[src/rtl/mem_access_unit_pkg.sv]
// ---------------------------------------------------------------------------
// mem_access_unit_pkg
// Shared definitions for the memory-stage access controller and its helpers:
//   - accessState_t : FSM state encoding (IDLE / BUSY / DONE)
//   - byte-enable constants and the lane-to-bit shift amount
//   - byteEnable()  : byte-lane enable pattern for a given access width/lane
// ---------------------------------------------------------------------------
package mem_access_unit_pkg;

    typedef enum logic [1:0] {
        IDLE = 2'b00,
        BUSY = 2'b01,
        DONE = 2'b10
    } accessState_t;

    localparam logic [3:0] BYTE_EN_WORD  = 4'b1111;
    localparam logic [3:0] BYTE_EN_BYTE0 = 4'b0001;

    // A byte lane index is turned into a bit offset by shifting left by 3 (x8)
    localparam int BYTE_LANE_SHIFT = 3;

    // Word accesses touch every lane; byte accesses touch only the addressed lane
    function automatic logic [3:0] byteEnable(input logic fullWord, input logic [1:0] lane);
        byteEnable = fullWord ? BYTE_EN_WORD : (BYTE_EN_BYTE0 << lane);
    endfunction

endpackage

[src/rtl/mem_access_unit_load_extend.sv]
// ---------------------------------------------------------------------------
// load_extend
// Purely combinational load-data formatter. Picks the addressed byte lane
// (little-endian) or passes the whole word, then sign/zero-extends to 32 bits.
// Also used by the WB-side forwarding path, so it carries no state.
// Ports:
//   rdata      in  32  raw word returned by the data memory
//   addrLow    in   2  byte offset within the word
//   fullWord   in   1  1 = word load, 0 = byte load
//   signedLoad in   1  byte load: 1 = sign-extend, 0 = zero-extend
//   result     out 32  extended load value
// ---------------------------------------------------------------------------
module load_extend
    import mem_access_unit_pkg::*;
(
    input  logic [31:0] rdata,
    input  logic [1:0]  addrLow,
    input  logic        fullWord,
    input  logic        signedLoad,
    output logic [31:0] result
);

    logic [4:0]  bitOffset;
    logic [31:0] shifted;
    logic [7:0]  laneByte;

    // Move the addressed lane down to bits [7:0] before extending it
    always_comb begin
        bitOffset = 5'(addrLow) << BYTE_LANE_SHIFT;
        shifted   = rdata >> bitOffset;
        laneByte  = shifted[7:0];
        if (fullWord) begin
            result = rdata;
        end else begin
            result = {{24{signedLoad & laneByte[7]}}, laneByte};
        end
    end

endmodule

[src/rtl/mem_access_unit.sv]
// ---------------------------------------------------------------------------
// mem_access_unit
// Memory-stage access controller sitting right after the EXE/MEM register.
// Issues a req/ack access to data memory, stalls the pipeline until the access
// finishes (or times out), and delivers the extended load result to MEM/WB.
// Ports:
//   clk, reset                  clock, synchronous active-high reset
//   aluResultIn / regData2In    effective address / store data
//   memReadIn / memWriteIn      load / store in MEM stage (write wins)
//   loadFullWordIn              1 = word, 0 = byte access
//   loadSignedIn                byte load sign-extension select
//   memReqOut/memWeOut/memAddrOut/memWDataOut/memByteEnOut  memory request side
//   memRDataIn / memAckIn       memory response side
//   loadDataOut                 registered extended load result
//   stallOut                    freeze PC and pipeline registers
//   alignErrOut                 misaligned word access this cycle
//   busErrOut                   sticky timeout flag, cleared only by reset
// ---------------------------------------------------------------------------
module mem_access_unit
    import mem_access_unit_pkg::*;
#(
    parameter int TIMEOUT_CYCLES = 16,
    parameter int CNT_WIDTH      = 5
) (
    input  logic        clk,
    input  logic        reset,
    input  logic [31:0] aluResultIn,
    input  logic [31:0] regData2In,
    input  logic        memReadIn,
    input  logic        memWriteIn,
    input  logic        loadFullWordIn,
    input  logic        loadSignedIn,
    output logic        memReqOut,
    output logic        memWeOut,
    output logic [31:0] memAddrOut,
    output logic [31:0] memWDataOut,
    output logic [3:0]  memByteEnOut,
    input  logic [31:0] memRDataIn,
    input  logic        memAckIn,
    output logic [31:0] loadDataOut,
    output logic        stallOut,
    output logic        alignErrOut,
    output logic        busErrOut
);

    accessState_t         state;
    logic [CNT_WIDTH-1:0] waitCount;

    logic        isRead;
    logic        isAccess;
    logic        misaligned;
    logic        validAccess;
    logic        timedOut;
    logic        requesting;
    logic [31:0] extendedData;

    // Decode the access; a store overrides a simultaneous load
    always_comb begin
        isRead      = memReadIn & ~memWriteIn;
        isAccess    = memReadIn | memWriteIn;
        misaligned  = loadFullWordIn & (aluResultIn[1:0] != 2'b00);
        validAccess = isAccess & ~misaligned;
        alignErrOut = isAccess & misaligned;
        timedOut    = (waitCount == CNT_WIDTH'(TIMEOUT_CYCLES));
    end

    // Request and stall go up in the same IDLE cycle the access appears so a
    // zero-wait ack costs nothing extra; reset kills any pending request
    always_comb begin
        requesting = ((state == IDLE) & validAccess) | (state == BUSY);
        memReqOut  = ~reset & requesting;
        stallOut   = ~reset & requesting;
    end

    // The pipeline is frozen while busy, so the bus fields can come straight
    // from the EXE/MEM inputs without extra holding registers
    always_comb begin
        memWeOut     = memWriteIn;
        memAddrOut   = {aluResultIn[31:2], 2'b00};
        memByteEnOut = byteEnable(loadFullWordIn, aluResultIn[1:0]);
        memWDataOut  = loadFullWordIn ? regData2In : {4{regData2In[7:0]}};
    end

    load_extend loadExtend (
        .rdata      (memRDataIn),
        .addrLow    (aluResultIn[1:0]),
        .fullWord   (loadFullWordIn),
        .signedLoad (loadSignedIn),
        .result     (extendedData)
    );

    // Access FSM: IDLE issues, BUSY waits for ack or timeout, DONE releases
    // the pipeline for exactly one cycle so the instruction is not reissued
    always_ff @(posedge clk) begin
        if (reset) begin
            state       <= IDLE;
            waitCount   <= '0;
            loadDataOut <= '0;
            busErrOut   <= 1'b0;
        end else begin
            case (state)
                IDLE: begin
                    if (validAccess) begin
                        if (memAckIn) begin
                            state <= DONE;
                            if (isRead) begin
                                loadDataOut <= extendedData;
                            end
                        end else begin
                            state     <= BUSY;
                            waitCount <= CNT_WIDTH'(1);
                        end
                    end
                end
                BUSY: begin
                    if (memAckIn) begin
                        state <= DONE;
                        if (isRead) begin
                            loadDataOut <= extendedData;
                        end
                    end else if (timedOut) begin
                        state     <= DONE;
                        busErrOut <= 1'b1;
                        if (isRead) begin
                            loadDataOut <= '0;
                        end
                    end else begin
                        waitCount <= waitCount + CNT_WIDTH'(1);
                    end
                end
                DONE: begin
                    state     <= IDLE;
                    waitCount <= '0;
                end
                default: begin
                    state     <= IDLE;
                    waitCount <= '0;
                end
            endcase
        end
    end

endmodule

[config.mk]
export PLATFORM = sky130hd
export DESIGN_NAME = mem_access_unit
export DESIGN_NICKNAME = d
export VERILOG_FILES = /design/src/rtl/mem_access_unit_pkg.sv /design/src/rtl/mem_access_unit_load_extend.sv /design/src/rtl/mem_access_unit.sv
export SDC_FILE = /design/constraint.sdc
export NUM_CORES = 1
export LEC_CHECK = 0
export CAP_MARGIN = 20
export CORE_MARGIN = 2
export CORE_UTILIZATION = 34
export DETAILED_ROUTE_END_ITERATION = 8
export PLACE_DENSITY = 0.79
export SYNTH_ARGS = -nofsm -noshare
export SYNTH_HDL_FRONTEND = slang
export SYNTH_SLANG_ARGS = --single-unit
[constraint.sdc]
create_clock -name clk -period 2 [get_ports clk]
set_clock_uncertainty 0.1 [all_clocks]
set_input_delay 0.4 -clock clk [delete_from_list [all_inputs] [get_ports clk]]
set_output_delay 0.4 -clock clk [all_outputs]
set_load 0.05 [all_outputs]
==> Word-level counts from Yosys, hierarchy flattened <==
Index checks and enable logic that the tools add are counted.
W data, S select, Z words.
{ "word_totals": {"reg_bits": 40, "out_inout_bits": 105, "wordCells": 56} }
{ "classes": {"reduce_logical": 7, "bitwise": 13, "n_addsub": 1, "n_mux": 20, "shift": 2, "eq_ne": 9} }
{ "op_table": {"columns": ["operator", "n"], "rows": [
  ["$mux W32", 8],
  ["$pmux W32 S2", 1],
  ["$shr A32 B5 Y8", 1],
  ["$mux W5", 4],
  ["$ne A2 B2 Y1 const B", 5],
  ["$pmux W5 S2", 1],
  ["$mux W2", 4],
  ["$and A1 B1 Y1", 7],
  ["$ne A3 B3 Y1 const B", 2],
  ["$add A5 B1 Y5 const B", 1],
  ["$eq A5 B5 Y1 const B", 1],
  ["$reduce_and A5 Y1", 1],
  ["$mux W4", 1],
  ["$not A1 Y1", 4],
  ["$pmux W2 S2", 1],
  ["$reduce_and A4 Y1", 1],
  ["$reduce_bool A2 Y1", 2],
  ["$shl A1 B2 Y4 const A", 1],
  ["$reduce_and A3 Y1", 1],
  ["$eq A2 B1 Y1 const B", 1],
  ["$logic_not A2 Y1", 1],
  ["$or A1 B1 Y1", 2],
  ["$reduce_and A2 Y1", 1]
]} }

==> Longest topological paths before layout <==
Gate-level depths: netlist (run 1).
{ "logic_depth": {"ltp_word": 7, "depth_mapped": 7} }

==> Modules after synthesis <==
From an unflattened synthesis (run 1), not the netlist that was laid out.
{ "hier_totals": {"hier_cells": 342, "hier_area_um2": 2687.6} }
{ "by_module_without_submodules": {"columns": ["module", "seq_area_each_um2", "n_inst", "cells_each", "area_each_um2"], "rows": [
  ["mem_access_unit", 800.8, 1, 238, 2089.5],
  ["load_extend", 0.0, 1, 104, 598.1]
]} }

==> Worst setup path after synthesis (run 1) <==
Ideal clock, no wire load.
{ "synth_path": {"path_kind": "input -> output", "from": "input port aluResultIn[1]", "to": "output port stallOut", "setup_slack_ns": -0.096, "stages": 6, "required_ns": 1.500, "arrival_ns": 1.596, "cell_sequence": "buf_4 > o21ai_2 > a21oi_1 > nand2b_1 > inv_1 > buf_4"} }
{ "synth_between": {"elab_chain_cells": 7} }
{ "synth_lines": {"columns": ["item", "line_no", "source"], "rows": [
  ["start, declared", "mem_access_unit.sv:27", "input logic [31:0] aluResultIn,"],
  ["$reduce_bool A2 Y1", "mem_access_unit.sv:61", "misaligned = loadFullWordIn & (aluResultIn[1:0] != 2'b00);"],
  ["$and A1 B1 Y1", "mem_access_unit.sv:61", null],
  ["$not A1 Y1", "mem_access_unit.sv:62", "validAccess = isAccess & ~misaligned;"],
  ["$and A1 B1 Y1", "mem_access_unit.sv:62", null],
  ["$and A1 B1 Y1", "mem_access_unit.sv:70", "requesting = ((state == IDLE) & validAccess) | (state == BUSY);"],
  ["$or A1 B1 Y1", "mem_access_unit.sv:70", null],
  ["$and A1 B1 Y1", null, null],
  ["end, declared", "mem_access_unit.sv:41", "output logic stallOut,"]
]} }
Every way passes these cells.

==> Final worst setup path (run 1) <==
{ "layout_path": {"from": "register loadDataOut[31]", "to": "output port loadDataOut[31]"} }
{ "layout_lines": {"columns": ["item", "line_no", "source"], "rows": [
  ["start, declared", "mem_access_unit.sv:40", "output logic [31:0] loadDataOut,"],
  ["start signal, assigned", "mem_access_unit.sv:107", "loadDataOut <= extendedData;"],
  ["start signal, assigned", "mem_access_unit.sv:119", "loadDataOut <= extendedData;"]
]} }
No word-level cell between the ends.

==> impl_metrics.env, run 1 <==
export IMPL_synth_fa_ha_area_frac=0.009307
export IMPL_ff2ff_path_depth=6
export IMPL_fin_util=0.5915
export IMPL_layout_common_cells="clkdlybuf4s50_1 (81), nand2_1 (51), buf_12 (43), dfxtp_1 (40), buf_4 (36)"
export IMPL_overflow=0
export IMPL_wl_per_cell_um=15.78
export IMPL_multi_input_area_um2=1446
export IMPL_drc=0
export IMPL_leakage_nw=1.930
export IMPL_clock_sinks=40
export IMPL_finalHoldViolCount=0
export IMPL_grt_pass1_wl_mm=13.71
export IMPL_insertion_delay_ns=0.30
export IMPL_start_util=0.3498
export IMPL_yosysUniqueCellTypes=38
export IMPL_crit_required_ns=1.50
export IMPL_outcome="complete, no violations"
export IMPL_crit_chain="clkdlybuf4s50_1"
export IMPL_crit_start="loadDataOut[31]"
export IMPL_fp_coreArea_um2=7687
export IMPL_cp_slowest_cell="clkdlybuf4s50_1"
export IMPL_r2r_slack_ns=0.12
export IMPL_finalSetupTns_ns=0
export IMPL_fmax_mhz=504.1
export IMPL_syn_area_per_cell_um2=7.955
export IMPL_synth_mux_area_frac=0.04560
export IMPL_hold_ws_ns=0.3669
export IMPL_grt_pass1_vias=2696
export IMPL_nets=554
export IMPL_synth_top_area_share=0.2978
export IMPL_cts_tree="done"
export IMPL_drive_above_1_share=0.2622
export IMPL_crit_family="buffers and inverters"
export IMPL_slowest_delay_ns=0.82
export IMPL_cts_buffers=5
export IMPL_fin_crit_ns=1.984
export IMPL_synth_area_um2=2689
export IMPL_cts_root_buf="clkbuf_8"
export IMPL_h_tree_depth=2
export IMPL_row_count=32
export IMPL_final_common_cell="clkdlybuf4s50_1"
export IMPL_min_to="loadDataOut[16]"
export IMPL_antenna_left=0
export IMPL_regArea_um2=800.8
export IMPL_cp_num_buf_inv=1
export IMPL_synth_xor_area_share=0
export IMPL_power_density_nw_per_um2=569.9
export IMPL_drt_iter0_drc=110
export IMPL_io_buffers=145
export IMPL_setup_violations=0
export IMPL_cp_arrival_ns=1.48
export IMPL_synth_seq_cells=40
export IMPL_synth_area_top_cells="dfxtp_1 (30%), buf_4 (13%), o2bb2ai_1 (7.8%), nand2_1 (7.1%), a21oi_2 (5.5%)"
export IMPL_ys_warn_count=0
export IMPL_max_vdd_ir_drop_mv=0.3360
export IMPL_io_pins=208
export IMPL_critPathCaptureType="primary output"
export IMPL_grt_usage=0.1962
export IMPL_synthSimpleGateAreaFrac=0.1857
export IMPL_r2r_start="waitCount[0]"
export IMPL_crit_type="reg -> out"
export IMPL_worst_pin_slew_ns=0.5247
export IMPL_maxCapViolations=0
export IMPL_placedCellCount=542
export IMPL_cts_buffer_depth=2
export IMPL_synth_top_family_by_area="compound AO/OA/AOI/OAI gates"
export IMPL_hp_class="reg -> reg"
export IMPL_fin_crit_sh=0.9920
export IMPL_gp_congestion=0.8129
export IMPL_antenna_found_initial=0
export IMPL_min_from="loadDataOut[16]"
export IMPL_path_clk_slew_ns=0.09
export IMPL_cp_max_fo=2
export IMPL_start_kind="register"
export IMPL_slew_limit_headroom=0.6496
export IMPL_die_x_um=92.93
export IMPL_synth_area_leader_cell="dfxtp_1"
export IMPL_worstSetupPathDepth=1
export IMPL_drtPass1Iterations=4
export IMPL_drt_total_wl_mm=8.710
export IMPL_ys_seq_area_frac=0.2978
export IMPL_grt_max_degree=78
export IMPL_n_antenna_cell=0
export IMPL_synth_compound_area_frac=0.2848
export IMPL_vias_per_cell=4.946
export IMPL_syn_inst=338
export IMPL_hold_path_depth=1
export IMPL_fin_cells=552
export IMPL_die_height_um=92.93
export IMPL_rsz0062_at_grt="no"
export IMPL_dp_hpwl_mm=6.929
export IMPL_r2r_end="loadDataOut[1]"
export IMPL_nFillCells=665
export IMPL_slew_violations=0
export IMPL_vias=2730
export IMPL_dieArea_um2=8636
export IMPL_syn2layout_area_growth_pct=69.10
through the flow:
stage / power, mW / instance area, um2 / setup slack [ns]
floorplan: 1.551 / 2700 / -0.01453
global placement: 1.898 / 4387 / -0.3224
detailed placement: 1.912 / 4387 / -0.3748
CTS: 2.604 / 4511 / 0.002505
global route: 2.684 / 4547 / 0.0005549
finish: 2.591 / 4547 / 0.01609
cell families after synthesis:
family	count (synthesis)
other	1
adders and majority gates	2
and+or+nand+nor	106
muxes	11
AOI/OAI and AO/OA	106
DFF	40
buffers and inverters	72
final cells by class:
type                    instances  area share
flip-flops and latches         40      0.1761
clock inverters                 3     0.01018
inverters                       6    0.005779
multi-input cells             227      0.3181
well taps                     102     0.02807
repair buffers                169      0.4466
clock buffers                   5     0.01513
report_power, final:
part	internal, mW	total (mW)	switching [mW]
sequential	0.819	0.836	0.0173
combinational	0.498	1.06	0.567
clock	0.376	0.690	0.314
total	1.69	2.59	0.899
repair_timing:
item / in CTS / in global routing
resized for setup: 7 / 13
setup endpoints to repair: 24 / 13
pin swaps: 1 / 2
setup buffers: 0 / 2
gates cloned: 0 / 0
hold buffers: 0 / 0
registers in the layout, summed over array words and instances (netlist names):
name and cells:
state 2, loadDataOut 32, busErrOut 1, waitCount 5
per-layer routing:
metal,track usage,vias to the layer above,part of all wire
met5,0,-,0
met2,0.3249,101,0.51
li1,-,1356,-
met1,0.2554,1261,0.43
met4,0.04902,0,0.011
met3,0.04882,12,0.058
how the worst max path moves through the flow:
stage	slack, ns	end
finish	0.02	loadDataOut[31]
global placement	-0.32	loadDataOut[31]
CTS	0.003	memReqOut
global route	0.0006	loadDataOut[30]
floorplan	-0.01	memByteEnOut[0]
detailed placement	-0.37	loadDataOut[31]
Yosys cell counts, drive strengths merged:
cell type and n:
o2111ai 1, nand4 1, nor4bb 1, a21o 4, dfxtp 40, and4bb 1, buf 56, and3 2
and3b 1, nor2 19, clkbuf 10, and2 1, mux4 1, nand2b 12, a31oi 10, inv 6
ha 2, o21a 2, o2bb2ai 24, nand2 51, o21ai 11, nor2b 10, nand3 5, conb 1
a21oi 43, a2111o 1, a211oi 8, mux2i 10, or2 2, o21bai 2
Power figures use the tool's default switching activity.
==> inputs of run 2 (changes only) <==
==> constraint.sdc (replaced) <==
create_clock -name clk -period 1.85 [get_ports clk]
set_clock_uncertainty 0.1 [all_clocks]
set_input_delay 0.37 -clock clk [delete_from_list [all_inputs] [get_ports clk]]
set_output_delay 0.37 -clock clk [all_outputs]
set_load 0.05 [all_outputs]
==> impl_metrics.env, run 2 (synthesized netlist as in run 1, its figures left out) <==
export IMPL_cts_hold_buf=0
export IMPL_dp_hpwl_mm=6.789
export IMPL_power_density_nw_per_um2=577.6
export IMPL_gp_congestion=0.8266
export IMPL_h_tree_depth=2
export IMPL_io_buffers=145
export IMPL_fin_crit_ns=1.803
export IMPL_dieArea_um2=8636
export IMPL_rsz0062_at_grt="yes"
export IMPL_grt_max_degree=56
export IMPL_drive_above_1_share=0.3957
export IMPL_path_clk_slew_ns=0.08
export IMPL_slew_limit_headroom=0.6091
export IMPL_overflow=0
export IMPL_largest_register="loadDataOut"
export IMPL_grt_pass1_vias=2699
export IMPL_start_util=0.3498
export IMPL_crit_required_ns=1.98
export IMPL_cts_tree="done"
export IMPL_clock_sinks=40
export IMPL_final_common_cell="buf_4"
export IMPL_drtPass1Iterations=4
export IMPL_fp_coreArea_um2=7687
export IMPL_leakage_nw=1.893
export IMPL_worstSetupPathDepth=7
export IMPL_slowest_delay_ns=0.34
export IMPL_largest_register_ffs=32
export IMPL_finalHoldViolCount=0
export IMPL_pre_cts_ws_ns=-0.4575
export IMPL_cp_slowest_cell="dfxtp_2"
export IMPL_cp_max_fo=6
export IMPL_placedCellCount=557
export IMPL_worst_pin_slew_ns=0.5851
export IMPL_cts_root_buf="clkbuf_8"
export IMPL_hp_class="in -> reg"
export IMPL_r2r_slack_ns=0.05
export IMPL_die_x_um=92.93
export IMPL_finalSetupTns_ns=0
export IMPL_start_kind="register"
export IMPL_crit_chain="inv_2, ha_2, and4bb_2, a21o_4, a31oi_4, clkbuf_16, o2bb2ai_1"
export IMPL_n_antenna_cell=0
export IMPL_insertion_delay_ns=0.29
export IMPL_endpoint="loadDataOut[24]"
export IMPL_vias=2839
export IMPL_row_count=32
export IMPL_ff2ff_path_depth=7
export IMPL_fin_crit_sh=0.9745
export IMPL_syn2layout_area_growth_pct=65.61
export IMPL_wl_per_cell_um=15.76
export IMPL_fin_cells=567
export IMPL_die_height_um=92.93
export IMPL_layout_common_cells="buf_4 (87), clkdlybuf4s50_1 (66), dfxtp_1 (39), nand2_1 (31)"
export IMPL_grt_pass1_wl_mm=13.32
export IMPL_outcome="complete, no violations"
export IMPL_maxCapViolations=0
export IMPL_cp_num_buf_inv=2
export IMPL_critPathCaptureType="register"
export IMPL_cts_buffer_depth=2
export IMPL_cts_buffers=5
export IMPL_max_vdd_ir_drop_mv=0.3452
export IMPL_design_area_um2=4453
export IMPL_cp_arrival_ns=1.93
export IMPL_crit_family="compound AO/OA/AOI/OAI gates"
export IMPL_drt_iter0_drc=148
export IMPL_antenna_found_initial=0
export IMPL_setup_ws_ns=0.04723
export IMPL_fmax_mhz=554.7
export IMPL_io_pins=208
export IMPL_r2r_start="waitCount[0]"
export IMPL_drc=0
export IMPL_setup_violations=0
export IMPL_crit_type="reg -> reg"
export IMPL_reg_largest_list="loadDataOut: 32 flops, waitCount: 5 flops, state: 2 flops"
export IMPL_antenna_left=0
export IMPL_drt_total_wl_mm=8.937
export IMPL_slew_violations=0
export IMPL_grt_usage=0.1900
export IMPL_dpl_instance_area_um2=4254
export IMPL_crit_start="waitCount[0]"
export IMPL_r2r_end="loadDataOut[24]"
export IMPL_nets=570
export IMPL_vias_per_cell=5.007
## run 2: area by class of cell
type                            count  area (um2)
Fill cell                         681        3234
Timing Repair Buffer              185        1859
Multi-Input combinational cell    227        1560
Sequential cell                    40       802.0
Tap cell                          102       127.6
Clock buffer                        6       72.57
Inverter                            6       26.28
Clock inverter                      1       5.005
## run 2: metal layers
metal	global-route usage	wire length, um
met5	0	0
met4	0.04044	103
met3	0.04557	534
met2	0.3315	4625
met1	0.2372	3674
## run 2: worst min-delay path by stage
stage / endpoint / startpoint / cells after the start
floorplan: waitCount[4] / waitCount[4] / 2
global placement: loadDataOut[19] / loadDataOut[19] / 1
detailed placement: loadDataOut[19] / loadDataOut[19] / 1
CTS: loadDataOut[30] / loadDataOut[30] / 1
global route: state[0] / reset / 4
finish: state[0] / reset / 4
## run 2: timing repair
item / in CTS / in global routing
endpoints found under the setup margin: 39 / 39
buffers inserted: 1 / 0
gates cloned: 0 / 2
resized for setup: 16 / 21
pin swaps: 4 / 3
## run 2: power breakdown
| group | internal (mW) | leakage, nW | switching (mW) | total [mW] |
|---|---|---|---|---|
| logic | 0.488 | 1.53 | 0.617 | 1.10 |
| registers | 0.886 | 0.324 | 0.0198 | 0.906 |
| clock network | 0.257 | 0.0410 | 0.305 | 0.562 |
## run 2: worst reg2reg max path, stage by stage (launching register included)
cell	delay (ns)
dfxtp_2	0.34
inv_2	0.04
ha_2	0.16
and4bb_2	0.27
a21o_4	0.26
a31oi_4	0.25
clkbuf_16	0.22
o2bb2ai_1	0.11
## run 2: metrics by stage
step / hold WS (ns) / power, mW / utilization
3_5_place_dp: 0.3475 / 1.994 / 0.5534
2_1_floorplan: 0.3382 / 1.691 / -
4_1_cts: 0.3726 / 2.548 / 0.5666
6_report: 0.3639 / 2.572 / 0.5793
5_1_grt: 0.3771 / 2.674 / 0.5793
3_3_place_gp: 0.3494 / 1.977 / 0.5534
==> inputs of run 3 (changes only) <==
--- a/config.mk
+++ b/config.mk
@@ -9,6 +9,7 @@
 export CORE_MARGIN = 2
 export CORE_UTILIZATION = 34
 export DETAILED_ROUTE_END_ITERATION = 8
+export HOLD_SLACK_MARGIN = 0.12
 export PLACE_DENSITY = 0.79
 export SYNTH_ARGS = -nofsm -noshare
 export SYNTH_HDL_FRONTEND = slang
==> results of run 3 <==
Final layout, timing and power as in run 2 (identical DEF).
